`config.mk`:
```
export PLATFORM = sky130hd
export DESIGN_NAME = lib_rr_arb_mux
export DESIGN_NICKNAME = d
export VERILOG_FILES = /design/src/rtl/lib_arb_pkg.sv /design/src/rtl/lib_mux_ffs.sv /design/src/rtl/lib_rr_arb_mux.sv
export SDC_FILE = /design/constraint.sdc
export NUM_CORES = 1
export LEC_CHECK = 0
export CORE_ASPECT_RATIO = 1.4
export CORE_MARGIN = 2
export CORE_UTILIZATION = 30
export DETAILED_ROUTE_END_ITERATION = 8
export HOLD_SLACK_MARGIN = 0.08
export PLACE_DENSITY = 0.77
export SETUP_SLACK_MARGIN = 0.1
export SLEW_MARGIN = 15
export SYNTH_ARGS = -nofsm -noshare
export SYNTH_HDL_FRONTEND = slang
export SYNTH_SLANG_ARGS = --single-unit
```
`constraint.sdc`:
```
create_clock -name clk -period 2.9 [get_ports clk]
set_clock_uncertainty 0.15 [all_clocks]
set_input_delay 0.58 -clock clk [delete_from_list [all_inputs] [get_ports clk]]
set_output_delay 0.58 -clock clk [all_outputs]
set_load 0.02 [all_outputs]
```
`src/rtl/lib_arb_pkg.sv`:
```
// Shared types and helpers for the round-robin arbiter family.
// rotl1 works on a fixed-width carrier so it can serve any port count up to MAX_PORTS.
package lib_arb_pkg;

  localparam int unsigned MAX_PORTS = 32;

  typedef enum logic {
    IDLE,
    LOCKED
  } arb_state_t;

  // Rotate the low n bits of vec left by one; bit n-1 wraps to bit 0.
  function automatic logic [MAX_PORTS-1:0] rotl1(input logic [MAX_PORTS-1:0] vec, input int n);
    logic [MAX_PORTS-1:0] top_bit;
    logic [MAX_PORTS-1:0] res;
    top_bit = MAX_PORTS'(1) << (n - 1);
    res     = ((vec & ~top_bit) << 1) | {{(MAX_PORTS-1){1'b0}}, |(vec & top_bit)};
    return res;
  endfunction

endpackage

```
`src/rtl/lib_mux_ffs.sv`:
```
// Find-first-set from a one-hot base: picks the first request at or above base,
// wrapping to bit 0, and returns it one-hot (zero when no request).
module lib_mux_ffs #(
  parameter int N = 4
) (
  input  logic [N-1:0] base,
  input  logic [N-1:0] req,
  output logic [N-1:0] sel
);

  logic [N-1:0] mask_hi;
  logic [N-1:0] req_hi;
  logic [N-1:0] sel_hi;
  logic [N-1:0] sel_lo;
  logic         acc;
  logic         found_hi;
  logic         found_lo;

  // Thermometer mask of the base and above, then two priority scans: upper half first.
  always_comb begin
    mask_hi  = '0;
    sel_hi   = '0;
    sel_lo   = '0;
    acc      = 1'b0;
    found_hi = 1'b0;
    found_lo = 1'b0;
    for (int i = 0; i < N; i++) begin
      acc        = acc | base[i];
      mask_hi[i] = acc;
    end
    req_hi = req & mask_hi;
    for (int i = 0; i < N; i++) begin
      if (req_hi[i] && !found_hi) begin
        sel_hi[i] = 1'b1;
        found_hi  = 1'b1;
      end
      if (req[i] && !found_lo) begin
        sel_lo[i] = 1'b1;
        found_lo  = 1'b1;
      end
    end
    sel = found_hi ? sel_hi : sel_lo;
  end

endmodule

```
`src/rtl/lib_rr_arb_mux.sv`:
```
// Packet-aware round-robin arbiter steering one of PORTS_NUMBER valid/ready streams
// onto a shared output; the grant can be locked for the length of a packet.
module lib_rr_arb_mux
  import lib_arb_pkg::*;
#(
  parameter int PORTS_NUMBER = 4,
  parameter int WIDTH        = 8,
  parameter int LOCK_PKT     = 1
) (
  input  logic                    clk,
  input  logic                    rst,
  input  logic [PORTS_NUMBER-1:0] req_valid,
  input  logic [PORTS_NUMBER-1:0] req_last,
  input  logic [WIDTH-1:0]        req_data [PORTS_NUMBER],
  output logic [PORTS_NUMBER-1:0] req_ready,
  output logic                    out_valid,
  output logic                    out_last,
  output logic [WIDTH-1:0]        out_data,
  input  logic                    out_ready,
  output logic [PORTS_NUMBER-1:0] grant,
  output logic                    busy
);

  arb_state_t              state_q, state_d;
  logic [PORTS_NUMBER-1:0] base_q, base_d;
  logic [PORTS_NUMBER-1:0] grant_q, grant_d;
  logic [PORTS_NUMBER-1:0] ffs_sel;
  logic [WIDTH:0]          mux_out;
  logic                    accept;

  lib_mux_ffs #(.N(PORTS_NUMBER)) u_ffs (
    .base (base_q),
    .req  (req_valid),
    .sel  (ffs_sel)
  );

  // Reset gates the grant, which in turn forces every output low.
  always_comb begin
    grant = '0;
    if (!rst) grant = (state_q == LOCKED) ? grant_q : ffs_sel;
    mux_out = '0;
    for (int i = 0; i < PORTS_NUMBER; i++) begin
      mux_out = mux_out | ({(WIDTH+1){grant[i]}} & {req_last[i], req_data[i]});
    end
    out_last  = mux_out[WIDTH];
    out_data  = mux_out[WIDTH-1:0];
    out_valid = |(req_valid & grant);
    req_ready = grant & {PORTS_NUMBER{out_ready}};
    busy      = (state_q == LOCKED) && !rst;
    accept    = out_valid & out_ready;
  end

  always_comb begin
    state_d = state_q;
    base_d  = base_q;
    grant_d = grant_q;
    case (state_q)
      IDLE: begin
        if (accept) begin
          if (!out_last && (LOCK_PKT != 0)) begin
            state_d = LOCKED;
            grant_d = grant;
          end else begin
            base_d = PORTS_NUMBER'(rotl1(MAX_PORTS'(grant), PORTS_NUMBER));
          end
        end
      end
      LOCKED: begin
        if (accept && out_last) begin
          state_d = IDLE;
          base_d  = PORTS_NUMBER'(rotl1(MAX_PORTS'(grant_q), PORTS_NUMBER));
          grant_d = '0;
        end
      end
      default: state_d = IDLE;
    endcase
  end

  always_ff @(posedge clk) begin
    if (rst) begin
      state_q <= IDLE;
      base_q  <= PORTS_NUMBER'(1);
      grant_q <= '0;
    end else begin
      state_q <= state_d;
      base_q  <= base_d;
      grant_q <= grant_d;
    end
  end

`ifndef SYNTHESIS
  a_grant_onehot0: assert property (@(posedge clk) disable iff (rst) $onehot0(grant));
  a_ready_subset:  assert property (@(posedge clk) disable iff (rst) (req_ready & ~grant) == '0);
  a_base_onehot:   assert property (@(posedge clk) disable iff (rst) $onehot(base_q));
  a_lock_owner:    assert property (@(posedge clk) disable iff (rst) (state_q == LOCKED) |-> (grant_q != '0));
`endif

endmodule
```
==> run_results.csv <==
group,metric,value,unit
placement,gp_congestion,0.864,
logic_synthesis,synthDistinctLibCells,50,
logic_synthesis,synth_seq_cells,9,
logic_synthesis,synthArstFlopShare,0,
placement,placed_cell_area,1940,µm²
die,rows,25,
clock_tree,cts_tree,"built",
clock_tree,h-tree-depth,1,
final_layout,fin_nets,297,
detailed_routing,num_vias,1676,
sta,finalWorstPathRequiredPeriod,2.97,ns
clock_tree,clockBufferDepth,2,
critical_path,start_kind,"primary input",
sta,fmax,337,MHz
critical_path,cpMostUsedCell,"a211o_1",
power_and_ir_drop,power_density,298,nW/µm²
sta,fin_crit_sh,1.02,
clock_tree,cts_hold_buf,0,
power_and_ir_drop,pwr-share-clk,0.216,
clock_tree,cts.clk_slew.worst_paths,0.04,ns
critical_path,cp_slowest_cell,"a211o_1",
sta,setup_violations,8,
die,die_area,4090,µm²
final_layout,layout-drive-gt1-share,0.451,
power_and_ir_drop,p_sw_frac,0.355,
critical_path,cpPeakStageDelay,0.35,ns
placement,pre_cts_ws,-0.869,ns
die,core-area,3410,µm²
detailed_routing,drt_first_iter_violations,84,
die,initial_core_util,0.316,
critical_path,critPathArrivalTime,2.24,ns
hold_path,hp-class,"flop to flop",
clock_tree,clock_latency,0.24,ns
logic_synthesis,synth_edf_count,0,
logic_synthesis,yosys_warnings,0,
placement,post-dp-hpwl,3120,µm
logic_synthesis,synthTopCellsByArea,"dfxtp_1 (17%), nand2_1 (9.1%), a222oi_1 (7.4%), nor2_1 (3.8%), and2_1 (3.5%)",
sta,slew_headroom,0.733,
global_routing,grt_use_total,0.228,
power_and_ir_drop,p_seq_frac,0.207,
critical_path,crit_path_end_kind,"output pin",
logic_synthesis,synth.most_common_cell,"nand2_1",
logic_synthesis,synth_ff_type,"dfxtp_1",
final_layout,post-route-util,0.674,
critical_path,crit_type,"primary input to output pin",
global_routing,grt_antenna_before_repair,0,
logic_synthesis,syn_avg_cell_area,7.03,µm²
sta,final_hold_viol_count,0,
clock_tree,cts_buffers,3,
sta,rsz0062_at_grt,"yes",
critical_path,crit_chain,"buf_2 > a211o_1 > a211o_1 > and2_4 > a221o_1 > a21oi_4 > inv_4 > buf_6",
flow_run,cap_violations,0,
sta,fin_ws,-0.0651,ns
sta,worst_slew_pin_slew,0.400,ns
critical_path,required,2.17,ns
clock_tree,clockRootBuffer,"clkbuf_8",
detailed_routing,avgViaCountPerCell,5.72,
status,failed_checks,"setup timing",
global_routing,grt_pass1_wl,6820,µm
logic_synthesis,synthesis.area,1080,µm²
power_and_ir_drop,finalPower,0.000685,W
die,fp.dieW,54.6,µm
sta,maxSlewViolCount,0,
die,ios,62,
detailed_routing,dr.pass1.iters,5,
die,dieHeight,74.9,µm
logic_synthesis,yosysSeqAreaShare,0.167,
global_routing,first_global_vias,1545,
detailed_routing,drtAntennaViolNets,0,
logic_synthesis,yosys-top-cells-count,"nand2_1 (26), nor2_1 (11), clkbuf_1 (9), dfxtp_1 (9), a222oi_1 (8)",
global_routing,grt_max_degree,16,
logic_synthesis,syn_nets,196,
final_layout,diodes,0,
power_and_ir_drop,p_leak,0.984,nW
detailed_routing,wirelength,4960,µm
logic_synthesis,yosysTopAreaCell,"dfxtp_1",
final_layout,fin_area,2300,µm²
power_and_ir_drop,p_int,0.000442,W
logic_synthesis,synth_top_area_frac,0.167,
power_and_ir_drop,pwr-share-comb,0.578,
detailed_routing,remaining_drc_errors,0,
critical_path,path_max_fanout,7,
logic_synthesis,synthCells,153,
detailed_routing,wire_per_inst,16.9,µm
final_layout,area_growth,113,%
placement,port_buffers,61,
global_routing,grt-ovfl-total,0,
clock_tree,cts.sinks,9,
status,status,"finished with violations",
power_and_ir_drop,ir_drop,0.255,mV
power_and_ir_drop,p_sw,0.000243,W
## final timing paths
path / from / slack (ns) / depth (start not counted) / endpoint
setup / recovery: req_valid[1] / -0.07 / 8 / out_last
hold reg to reg: grant_q[0] / 0.36 / 2 / grant_q[0]
setup reg to reg: base_q[0] / 0.03 / 10 / grant_q[1]
hold / removal: grant_q[0] / 0.36 / 2 / grant_q[0]
## layout make-up
| type | instances | area (µm²) |
|---|---|---|
| Inverter | 7 | 28.8 |
| Clock buffer | 4 | 45.0 |
| Timing Repair Buffer | 108 | 986 |
| Fill cell | 261 | 1110 |
| Multi-Input combinational cell | 125 | 1000 |
| Sequential cell | 9 | 188 |
| Tap cell | 40 | 50.0 |
## per-stage QoR
step                      cells  hold WS, ns  TNS (ns)
final                       293        0.363    -0.162
after global placement      274        0.351    -15.32
after floorplan             153        0.326         0
after detailed placement    274        0.356    -17.28
after global routing        293        0.411    -0.825
after CTS                   286        0.362   -0.0616
## placed cells by master (no fill, tap or decap), types with 2 or more instances in the layout
| cell type | Yosys | routed |
|---|---|---|
| a21oi_4 | 1 | 3 |
| buf_4 | 1 | 38 |
| nor2_1 | 11 | 10 |
| a221o_1 | 2 | 2 |
| clkdlybuf4s50_1 | 0 | 38 |
| nand2_2 | 0 | 11 |
| buf_2 | 1 | 5 |
| dlygate4sd2_1 | 0 | 2 |
| nand2_4 | 0 | 3 |
| and2_1 | 6 | 5 |
| mux2_2 | 2 | 2 |
| nor3_1 | 4 | 3 |
| a21oi_1 | 7 | 5 |
| inv_1 | 6 | 6 |
| clkbuf_2 | 0 | 2 |
| nand3_1 | 4 | 3 |
| dfxtp_1 | 9 | 5 |
| nand2b_1 | 5 | 5 |
| dfxtp_2 | 0 | 3 |
| a211oi_2 | 0 | 2 |
| a211o_1 | 4 | 4 |
| a31oi_1 | 3 | 3 |
| nor2b_1 | 5 | 5 |
| mux2i_1 | 3 | 3 |
| clkbuf_8 | 0 | 3 |
| o21ai_0 | 4 | 4 |
| a222oi_1 | 8 | 8 |
| buf_6 | 1 | 21 |
| nand2_1 | 26 | 12 |
## repair_timing
action	CTS	global route
cloned	3	1
pin swaps	12	22
buffers inserted	5	7
setup endpoints to repair	28	26
resized for setup	132	41
## worst max-delay path, delay by kind of cell
| family | cells | cell delay [ns] |
|---|---|---|
| buf+inv | 3 | 0.33 |
| compound gates | 4 | 1.17 |
| simple gates | 1 | 0.15 |
## logic make-up after synthesis
logic type | Yosys count | share of synthesized area
compound gates | 50 | 0.384
buf+inv | 19 | 0.0802
flops | 9 | 0.167
mux | 5 | 0.0488
simple gates | 70 | 0.320
## routing by layer
| layer | up-vias | wire [µm] | share of wire | track usage |
|---|---|---|---|---|
| met5 | - | 0 | 0 | 0 |
| met4 | 0 | 165 | 0.033 | 0.0917 |
| met3 | 19 | 579 | 0.12 | 0.0655 |
| met2 | 112 | 2520 | 0.51 | 0.439 |
| met1 | 768 | 1690 | 0.34 | 0.213 |
| li1 | 777 | - | - | - |
## power groups by stage
stage | clock network [W] | logic (W) | registers [W]
floorplan | 0 | 0.000154 | 0.000137
global placement | 0 | 0.000317 | 0.000142
detailed placement | 0 | 0.000320 | 0.000142
CTS | 0.000151 | 0.000354 | 0.000140
global route | 0.000156 | 0.000418 | 0.000142
finish | 0.000148 | 0.000396 | 0.000142
Note: power is estimated with default switching activity, not from simulation.
